**config.mk**
```make
export PLATFORM = sky130hd
export DESIGN_NAME = ocx_dlx_xlx_rst_seq
export DESIGN_NICKNAME = d
export VERILOG_FILES = /design/src/rtl/ocx_dlx_xlx_pkg.sv /design/src/rtl/ocx_dlx_sync2.sv /design/src/rtl/ocx_dlx_xlx_rst_seq.sv
export SDC_FILE = /design/constraint.sdc
export NUM_CORES = 1
export LEC_CHECK = 0
export ABC_AREA = 1
export BUFFER_PORTS_ARGS = -buffer_cell sky130_fd_sc_hd__buf_2
export CAP_MARGIN = 20
export CORE_ASPECT_RATIO = 0.75
export CORE_MARGIN = 1.5
export CORE_UTILIZATION = 60
export CTS_BUF_LIST = sky130_fd_sc_hd__clkbuf_2
export DETAILED_ROUTE_END_ITERATION = 10
export PLACE_DENSITY_LB_ADDON = 0.2
export SLEW_MARGIN = 20
export SYNTH_ARGS = -nofsm -noshare
export SYNTH_HDL_FRONTEND = slang
export SYNTH_SLANG_ARGS = --single-unit
```
**constraint.sdc**
```tcl
create_clock -name clk_156_25MHz -period 5.09 [get_ports clk_156_25MHz]
set_input_delay 0.509 -clock clk_156_25MHz [delete_from_list [all_inputs] [get_ports clk_156_25MHz]]
set_output_delay 0.509 -clock clk_156_25MHz [all_outputs]
set_load 0.01 [all_outputs]
```
**src/rtl/ocx_dlx_xlx_pkg.sv**
```systemverilog
// ocx_dlx_xlx_pkg
//   Shared definitions for the transceiver bring-up sequencer:
//   state encoding, default timing/retry parameters and a small
//   decode helper used to build the registered outputs.
package ocx_dlx_xlx_pkg;

  // Default parameter values for ocx_dlx_xlx_rst_seq.
  localparam int DEF_TIMEOUT_CYCLES = 1048576;  // ~6.7 ms at 156.25 MHz
  localparam int DEF_PULSE_CYCLES   = 8;        // must be >= 2
  localparam int DEF_MAX_RETRIES    = 3;        // must be <= 15

  typedef enum logic [2:0] {
    ST_HOLD    = 3'b000,
    ST_WAIT_TX = 3'b001,
    ST_WAIT_RX = 3'b010,
    ST_READY   = 3'b011,
    ST_RETRY   = 3'b100,
    ST_FAIL    = 3'b101
  } seq_state_e;

  // States in which the transceiver wizard is held in reset.
  function automatic logic drives_wiz_reset(input seq_state_e st);
    return (st == ST_HOLD) || (st == ST_RETRY);
  endfunction

endpackage

```
**src/rtl/ocx_dlx_sync2.sv**
```systemverilog
// ocx_dlx_sync2
//   1-bit two-flop synchronizer; both stages clear on reset.
//   Ports:
//     clk_i  destination clock
//     rst_i  asynchronous active-high reset
//     d_i    asynchronous input
//     q_o    synchronized output (2 cycles after d_i changes)
module ocx_dlx_sync2 (
  input  logic clk_i,
  input  logic rst_i,
  input  logic d_i,
  output logic q_o
);

  logic meta_q;
  logic sync_q;

  always_ff @(posedge clk_i or posedge rst_i) begin
    if (rst_i) begin
      meta_q <= 1'b0;
      sync_q <= 1'b0;
    end else begin
      meta_q <= d_i;
      sync_q <= meta_q;
    end
  end

  assign q_o = sync_q;

endmodule

```
**src/rtl/ocx_dlx_xlx_rst_seq.sv**
```systemverilog
// ocx_dlx_xlx_rst_seq
//   Transceiver bring-up sequencer and watchdog. Stretches the reset
//   request from the DLx/Xilinx interface, waits for TX then RX bring-up,
//   re-pulses the wizard reset on timeout and, after MAX_RETRIES pulses,
//   raises a sticky failure flag.
//   Ports:
//     clk_156_25MHz                 reference clock for all state
//     reset                         asynchronous active-high reset
//     gtwiz_reset_all_in            reset request (priority over everything)
//     gtwiz_reset_tx_done_in        async TX reset done
//     gtwiz_buffbypass_tx_done_in   async TX buffer bypass done
//     gtwiz_userclk_tx_active_in    async TX user clock active
//     gtwiz_reset_rx_done_in        async RX reset done
//     gtwiz_buffbypass_rx_done_in   async RX buffer bypass done
//     gtwiz_userclk_rx_active_in    async RX user clock active
//     gtwiz_reset_all_out           registered wizard reset
//     phy_ready                     registered, TX and RX both up
//     phy_fail                      registered, sticky failure
//     retry_count                   registered, retries since READY/HOLD
//   PULSE_CYCLES must be >= 2 and MAX_RETRIES <= 15.
module ocx_dlx_xlx_rst_seq
  import ocx_dlx_xlx_pkg::*;
#(
  parameter int TIMEOUT_CYCLES = DEF_TIMEOUT_CYCLES,
  parameter int PULSE_CYCLES   = DEF_PULSE_CYCLES,
  parameter int MAX_RETRIES    = DEF_MAX_RETRIES
) (
  input  logic       clk_156_25MHz,
  input  logic       reset,
  input  logic       gtwiz_reset_all_in,
  input  logic       gtwiz_reset_tx_done_in,
  input  logic       gtwiz_buffbypass_tx_done_in,
  input  logic       gtwiz_userclk_tx_active_in,
  input  logic       gtwiz_reset_rx_done_in,
  input  logic       gtwiz_buffbypass_rx_done_in,
  input  logic       gtwiz_userclk_rx_active_in,
  output logic       gtwiz_reset_all_out,
  output logic       phy_ready,
  output logic       phy_fail,
  output logic [3:0] retry_count
);

  localparam int TIMER_W = ($clog2(TIMEOUT_CYCLES) < 1) ? 1 : $clog2(TIMEOUT_CYCLES);
  localparam int PULSE_W = ($clog2(PULSE_CYCLES) < 1) ? 1 : $clog2(PULSE_CYCLES);
  localparam logic [TIMER_W-1:0] TIMER_LAST = TIMER_W'(TIMEOUT_CYCLES - 1);
  localparam logic [PULSE_W-1:0] PULSE_LAST = PULSE_W'(PULSE_CYCLES - 1);
  localparam logic [3:0]         RETRY_MAX  = 4'(MAX_RETRIES);

  // Synchronize the six status inputs: bits [2:0] TX, bits [5:3] RX.
  logic [5:0] async_vec;
  logic [5:0] sync_vec;

  assign async_vec = {gtwiz_userclk_rx_active_in, gtwiz_buffbypass_rx_done_in,
                      gtwiz_reset_rx_done_in,     gtwiz_userclk_tx_active_in,
                      gtwiz_buffbypass_tx_done_in, gtwiz_reset_tx_done_in};

  for (genvar gi = 0; gi < 6; gi++) begin : g_sync
    ocx_dlx_sync2 u_sync (
      .clk_i (clk_156_25MHz),
      .rst_i (reset),
      .d_i   (async_vec[gi]),
      .q_o   (sync_vec[gi])
    );
  end

  logic tx_ok;
  logic rx_ok;
  assign tx_ok = &sync_vec[2:0];
  assign rx_ok = &sync_vec[5:3];

  seq_state_e         state_q,  state_d;
  logic [TIMER_W-1:0] timer_q,  timer_d;
  logic [PULSE_W-1:0] pulse_q,  pulse_d;
  logic [3:0]         retry_q,  retry_d;
  logic               wiz_rst_q, wiz_rst_d;
  logic               ready_q,  ready_d;
  logic               fail_q,   fail_d;

  always_ff @(posedge clk_156_25MHz or posedge reset) begin
    if (reset) begin
      state_q   <= ST_HOLD;
      timer_q   <= '0;
      pulse_q   <= '0;
      retry_q   <= '0;
      wiz_rst_q <= 1'b1;
      ready_q   <= 1'b0;
      fail_q    <= 1'b0;
    end else begin
      state_q   <= state_d;
      timer_q   <= timer_d;
      pulse_q   <= pulse_d;
      retry_q   <= retry_d;
      wiz_rst_q <= wiz_rst_d;
      ready_q   <= ready_d;
      fail_q    <= fail_d;
    end
  end

  always_comb begin
    state_d = state_q;
    timer_d = timer_q;
    pulse_d = pulse_q;
    retry_d = retry_q;

    if (gtwiz_reset_all_in) begin
      state_d = ST_HOLD;
      timer_d = '0;
      pulse_d = '0;
      retry_d = '0;
    end else begin
      case (state_q)
        ST_HOLD: begin
          // Counter saturates at PULSE_LAST, which is also the exit point.
          if (pulse_q == PULSE_LAST) begin
            state_d = ST_WAIT_TX;
            timer_d = '0;
          end else begin
            pulse_d = pulse_q + 1'b1;
          end
        end

        ST_WAIT_TX: begin
          // Completion is checked before the timeout so it wins a tie.
          if (tx_ok) begin
            state_d = ST_WAIT_RX;
            timer_d = '0;
          end else if (timer_q == TIMER_LAST) begin
            if (retry_q < RETRY_MAX) begin
              state_d = ST_RETRY;
              pulse_d = '0;
              retry_d = retry_q + 4'd1;
            end else begin
              state_d = ST_FAIL;
            end
          end else begin
            timer_d = timer_q + 1'b1;
          end
        end

        ST_WAIT_RX: begin
          if (!tx_ok) begin
            // TX fell back: restart the TX wait without spending a retry.
            state_d = ST_WAIT_TX;
            timer_d = '0;
          end else if (rx_ok) begin
            state_d = ST_READY;
            retry_d = '0;
          end else if (timer_q == TIMER_LAST) begin
            if (retry_q < RETRY_MAX) begin
              state_d = ST_RETRY;
              pulse_d = '0;
              retry_d = retry_q + 4'd1;
            end else begin
              state_d = ST_FAIL;
            end
          end else begin
            timer_d = timer_q + 1'b1;
          end
        end

        ST_READY: begin
          if (!tx_ok) begin
            state_d = ST_WAIT_TX;
            timer_d = '0;
          end else if (!rx_ok) begin
            state_d = ST_WAIT_RX;
            timer_d = '0;
          end
        end

        ST_RETRY: begin
          // Entered with pulse=0, so the wizard reset is high for exactly
          // PULSE_CYCLES cycles.
          if (pulse_q == PULSE_LAST) begin
            state_d = ST_WAIT_TX;
            timer_d = '0;
          end else begin
            pulse_d = pulse_q + 1'b1;
          end
        end

        ST_FAIL: begin
          state_d = ST_FAIL;
        end

        default: begin
          state_d = ST_HOLD;
          timer_d = '0;
          pulse_d = '0;
        end
      endcase
    end

    // Outputs decoded from the next state so they move with the state register.
    wiz_rst_d = drives_wiz_reset(state_d);
    ready_d   = (state_d == ST_READY);
    fail_d    = (state_d == ST_FAIL);
  end

  assign gtwiz_reset_all_out = wiz_rst_q;
  assign phy_ready           = ready_q;
  assign phy_fail            = fail_q;
  assign retry_count         = retry_q;

endmodule

```
==> results of run 1 <==
-- cells in the mapped netlist, types with 5 or more instances --
library cell,n,share of area
inv_2,5,0.0077
nand3_1,25,0.052
o21ai_0,15,0.031
inv_1,45,0.070
nand2_2,8,0.021
nand4_1,6,0.015
nor2_2,5,0.013
dfrtp_1,44,0.45
nand2_1,77,0.12
a21oi_1,6,0.012
nor2_1,37,0.057
-- per-layer routing --
metal,wire [microns],global-route usage,vias to the layer above,share of wire
li1,-,-,1013,-
met1,2432,0.3695,896,0.51
met2,1885,0.3278,101,0.39
met3,425,0.05984,8,0.088
met4,67,0.07672,0,0.014
met5,0,0,-,0
-- power groups by stage --
stage / clock network [mW] / logic, mW / registers, mW
after CTS: 0.162 / 0.0327 / 0.371
after global routing: 0.173 / 0.0376 / 0.372
after floorplan: 0 / 0.0246 / 0.376
after detailed placement: 0 / 0.0327 / 0.377
after global placement: 0 / 0.0324 / 0.377
final: 0.156 / 0.0322 / 0.371
-- flip-flops by register name, summed over array words and instances (netlist names) --
register              flops
pulse_q                   3
retry_count               4
gtwiz_reset_all_out       1
timer_q                  20
phy_ready                 1
state_q                   3
g_sync.u_sync.meta_q      6
g_sync.u_sync.q_o         6
phy_fail                  1
-- worst max-delay path: stages (launching register included) --
cell	delay, ps
dfrtp_1	450
ha_1	210
ha_1	190
inv_1	70
nand2_1	50
nand2_1	70
inv_2	40
nand2_2	90
nand2_2	210
nand3_2	180
nor2_2	60
or2_1	200
nand2_1	60
inv_1	30
-- path summary, 6_finish.rpt --
check / cells after the start / endpoint / from
min: 1 / g_sync[4].u_sync.meta_q / gtwiz_buffbypass_rx_done_in
max in group asynchronous: 2 / timer_q[17] / reset
max: 13 / timer_q[11] / pulse_q[0]
max reg2reg: 13 / timer_q[11] / pulse_q[0]
min reg2reg: 0 / g_sync[3].u_sync.q_o / g_sync[3].u_sync.meta_q
min in group asynchronous: 2 / pulse_q[1] / reset
-- per-stage QoR --
stage / power, mW / worst slack, ps / cells
2_1_floorplan: 0.4008 / 3438 / 310
3_3_place_gp: 0.4093 / 3231 / 375
3_5_place_dp: 0.4100 / 3171 / 375
4_1_cts: 0.5654 / 3135 / 383
5_1_grt: 0.5823 / 2967 / 383
6_report: 0.5597 / 3106 / 383
-- area by class of cell --
type                            instances  area share
Sequential cell                        45      0.4340
Multi-Input combinational cell        213      0.4224
Inverter                               50     0.07225
Timing Repair Buffer                   15     0.02890
Tap cell                               52     0.02505
Clock buffer                            5    0.009634
Clock inverter                          3    0.007707
-- kinds of logic (layout without fill, tap and decap cells) --
group,count (synthesis),after routing,synth area share
xor gates and xnor gates,3,3,0.01082
DFF,45,45,0.4642
and+or+nand+nor,177,177,0.3545
buffers and inverters,52,73,0.08398
AOI/OAI and AO/OA,28,28,0.06182
adders and majority gates,4,4,0.02061
muxes,1,1,0.004122
==> metrics, run 1 <==
#FFs+latches synth 45; Synth Instances 310; sequential-to-total area share from yosys stat 0.4642; post-synth net total 323; worst slew pin tran 884.6 ps; Synth Flop Type dfrtp_1; number of synthesized flops with an enable pin 0; Pleak 1.353 nW; register area 1127 sq um; CTS Buf Count 5; final hold vios 0; DRC errors left 0; starting DRC count in detailed routing 178; grt total ovfl 0; routed wire length 4810 microns; syn avg cell area 7.834 sq um; clock power share 0.279; flop2flop setup slack 3110 ps; H-tree Lvls 2; run status finished clean; Worst slew margin 0.4094; Routed Antenna Nets 0; Area Growth Syn to Fin 6.955%; DP Area 2552 sq um; Post-CTS Setup Inserts 0; Sw Share 0.2676; count of hold-fix buffers inserted at cts 0; Initial Utilization 0.6466; kind of critical path reg -> reg; Sw Pwr 149.8 uW; Port Buffers 15; first-pass GRT wire length 8148 microns; PD cells 215.5 nW/um^2; WP data arrival 2340 ps; I/O pin cnt 16; Final setup viols 0; worst min path class in -> reg; Design Area, Final 2597 sq um; Skew-Pair Late Insertion Delay 430 ps; largest net degree at the start of global routing 46; die footprint 4442 sq um; Clock Path Buffers 2; element type at the critical path end flop; clock sink total 45; antenna violations before repair 0; vias 2018; Hold Worst Slack 165.8 ps; Final min period 1984 ps; commonest non-fill, non-tap cell in the layout nand2_1; crit path launch type flop; Synth Cell Area 2429 sq um; WL per Instance 12.56 microns; clock-pin slew of the registers on the worst-case setup and hold paths 240 ps; Comb pwr share 0.058; DIE WIDTH 76.47 microns; Worst Path Required 5450 ps; CTS tree done; Max Clock Skew 13.35 ps; Netlist cell types 33; num rows 19; root buf cell clkbuf_2; f_max 0.5042 GHz; Core Footprint 3756 sq um; DIE HEIGHT 58.10 microns; setup TNS 0 ps; period utilisation layout 0.3897; Fill cells 322; area of the multi-input gates 1097 sq um; Max Cap Viol 0; vias in the first global route 1776; yosys warns 0; sequential share of power 0.663; Total Nets Final 343; Tot GR Track Use 0.2388; Finished Core Util 0.6915; fraction of registers with async set or reset after synthesis 1.000; crit-path max FO 12; Resized cells post-CTS 0; max-slew violations 0; Via density 5.269; RSZ-0062 raised after global routing no; hpwl dp 3529 microns; DRT Pass-1 Iters 5; antenna cells 0; RePlAce Congestion 0.9075; peak supply drop 192.3 uV; share of layout cells above drive strength 1 0.1662; internal power 409.9 uW; most frequent cells in the layout nand2_1 (77), inv_1 (44), dfrtp_1 (44)
Note: power is estimated with default switching activity, not from simulation.
==> run 2: changes to the inputs <==
--- a/config.mk
+++ b/config.mk
@@ -10,7 +10,7 @@
 export CAP_MARGIN = 20
 export CORE_ASPECT_RATIO = 0.75
 export CORE_MARGIN = 1.5
-export CORE_UTILIZATION = 60
+export CORE_UTILIZATION = 56
 export CTS_BUF_LIST = sky130_fd_sc_hd__clkbuf_2
 export DETAILED_ROUTE_END_ITERATION = 10
 export PLACE_DENSITY_LB_ADDON = 0.2
==> constraint.sdc (replaced) <==
create_clock -name clk_156_25MHz -period 1.6 [get_ports clk_156_25MHz]
set_input_delay 0.16 -clock clk_156_25MHz [delete_from_list [all_inputs] [get_ports clk_156_25MHz]]
set_output_delay 0.16 -clock clk_156_25MHz [all_outputs]
set_load 0.01 [all_outputs]
==> metrics, run 2 (same netlist as run 1, synthesis figures left out) <==
run status finished with violations; violated checks negative setup slack; antenna cells 0 (unchanged); Worst Path Required 1980 ps (-3470 ps); GR Util met3 0.05038 (-0.009461); DRT Pass-1 Iters 7 (+2); setup TNS -1739 ps (-1739 ps); Comb pwr share 0.088 (+0.030); clock sink total 45 (unchanged); first-pass GRT wire length 9653 microns (+18%); WL per Instance 15.53 microns (+24%); root buf cell clkbuf_2; Final setup viols 22 (+22); DRC errors left 0 (unchanged); Total Nets Final 402 (+17%); reg2reg start pulse_q[0]; Fill cells 247 (-23%); met1 usage 0.3781 (+0.008608); Sw Share 0.2648 (-0.002788); final hold vios 0 (unchanged); DIE WIDTH 79.04 microns (+3.4%); I/O pin cnt 16 (unchanged); f_max 0.5609 GHz (+11%); pre-CTS setup slack -110.3 ps (-3281 ps); element type at the critical path end flop; PD cells 612.3 nW/um^2 (+180%); period utilisation layout 1.114 (+0.7246); starting DRC count in detailed routing 190 (+6.7%); Routed Antenna Nets 0 (unchanged); commonest non-fill, non-tap cell in the layout nand2_1; Core Footprint 4104 sq um (+9.3%); DIE HEIGHT 60.03 microns (+3.3%); vias 2472 (+22%); H-tree Lvls 2 (unchanged); WP data arrival 2160 ps (-180 ps); clock power share 0.340 (+0.061); CP peak stage delay 450 ps (about the same); Max Cap Viol 0 (unchanged); reg2reg path depth 14 (+1); flop2flop setup slack -180 ps (-3290 ps); Design Area, Final 3383 sq um (+30%); peak supply drop 581.1 uV (+200%); area of the multi-input gates 1351 sq um (+23%); Pleak 1.685 nW (+25%); Skew-Pair Late Insertion Delay 450 ps (+20 ps); kind of critical path reg -> reg; sequential share of power 0.571 (-0.092); max reg flops 20 (unchanged); internal power 1.523 mW (+270%); Initial Utilization 0.5918 (-0.05480); critical path buffer and inverter count 3 (unchanged); Max Clock Skew 17.31 ps (+3.953 ps); die footprint 4745 sq um (+6.8%); slack of the critical path -182.9 ps (-3289 ps); largest net degree at the start of global routing 27 (-41%); clock-pin slew of the registers on the worst-case setup and hold paths 260 ps (+20 ps); Clock Path Buffers 2 (unchanged); Via density 5.555 (+5.4%); antenna violations before repair 0 (unchanged); DP Area 2819 sq um (+10%); slowest CP cell dfrtp_1; most frequent cells in the layout nand2_1 (64), buf_4 (45), dfrtp_1 (42); Area Growth Syn to Fin 39.31%; Largest Register timer_q; num rows 20 (+1); GR peak layer met2; CP top delay family simple AND/OR/NAND/NOR gates; worst min path class in -> async; crit path launch type flop; vias in the first global route 2109 (+19%); GR Util met2 0.4457 (+0.1179); RePlAce Congestion 0.9401 (+3.6%); Pwr Total 2.071 mW (+270%); Sw Pwr 548.5 uW (+270%); share of layout cells above drive strength 1 0.3872 (+0.2210); register area 1130 sq um (+0.22%); CTS Buf Count 5 (unchanged); max-slew violations 0 (unchanged); routed wire length 6912 microns (+44%); CTS tree done; Tot GR Track Use 0.2701 (+0.03131); grt total ovfl 0 (unchanged); Port Buffers 15 (unchanged); crit-path max FO 7 (-5); RSZ-0062 raised after global routing yes; Worst slew margin 0.7142 (+0.3048); Final min period 1783 ps (-200.6 ps); crit path cell chain ha_2 -> ha_4 -> inv_2 -> nand2_2 -> nand2_2 -> inv_2 -> nand2_4 -> nand2_8 -> nand2_8 -> clkinv_8 -> nand3_2 -> nand2_1 -> nand2_1 -> nor2_2; worst slew pin tran 428.1 ps (-456.6 ps); hpwl dp 3826 microns (+8.4%); Crit Reg-Reg Endpoint timer_q[8]
[run 2: cell count changes in the layout (fill, tap and decap cells not counted), moves of 6 or more]
cell and delta:
nor2_4 +6, buf_4 +45, nand2_2 +9, nand2_1 -13
o21ai_2 +6, dlygate4sd3_1 +8, o21ai_0 -11
[run 2: worst max path at each step]
stage                     depth (start not counted)          end        from  slack, ps
final                                            14   timer_q[8]  pulse_q[0]       -180
after global routing                             14   timer_q[8]  pulse_q[0]       -240
after CTS                                        13  timer_q[11]  pulse_q[1]        -60
after detailed placement                         13  timer_q[11]  pulse_q[0]       -110
after global placement                           13  timer_q[11]  pulse_q[0]        -50
after floorplan                                  13  timer_q[11]  pulse_q[0]          3
[run 2: timing repair]
action | 4_1_cts | 5_1_grt
endpoints found under the hold margin | 26 | 0
setup endpoints to repair | 25 | 33
hold buffers | 8 | 0
gates resized for setup | 31 | 46
pin swaps | 17 | 20
buffers inserted | 9 | 10
gates cloned | 1 | 0
[run 2: area by class of cell]
type	count	share of cell area
Multi-Input combinational cell	214	0.3994
Sequential cell	45	0.3339
Timing Repair Buffer	73	0.1649
Inverter	50	0.05917
Tap cell	55	0.02034
Clock inverter	3	0.01479
Clock buffer	5	0.007396
[run 2: worst reg2reg max path: cells and delay by family (launching register included)]
| kind | cells | cell delay (ps) |
|---|---|---|
| and+or+nand+nor | 9 | 720 |
| DFF | 1 | 450 |
| adders and majority gates | 2 | 370 |
| buffers and inverters | 3 | 200 |
[run 2: stage by stage]
| stage | util | std cells | hold slack, ps |
|---|---|---|---|
| 2_1_floorplan | - | 310 | 191.4 |
| 3_3_place_gp | 0.6869 | 409 | 183.2 |
| 3_5_place_dp | 0.6869 | 409 | 186.8 |
| 4_1_cts | 0.7738 | 435 | 231.9 |
| 5_1_grt | 0.8244 | 445 | 212.6 |
| 6_report | 0.8244 | 445 | 197.2 |
[run 2: power groups by stage]
stage	clock network, mW	logic (mW)	registers [mW]
after floorplan	0	0.0800	1.20
after global placement	0	0.135	1.20
final	0.704	0.183	1.18
after global routing	0.755	0.199	1.19
after detailed placement	0	0.137	1.20
after CTS	0.707	0.168	1.18
[run 2: per-layer routing]
layer  routed length [microns]  vias up
met4                       158        0
met3                       487       19
li1                          -     1133
met1                      2930     1202
met2                      3336      118
met5                         0        -
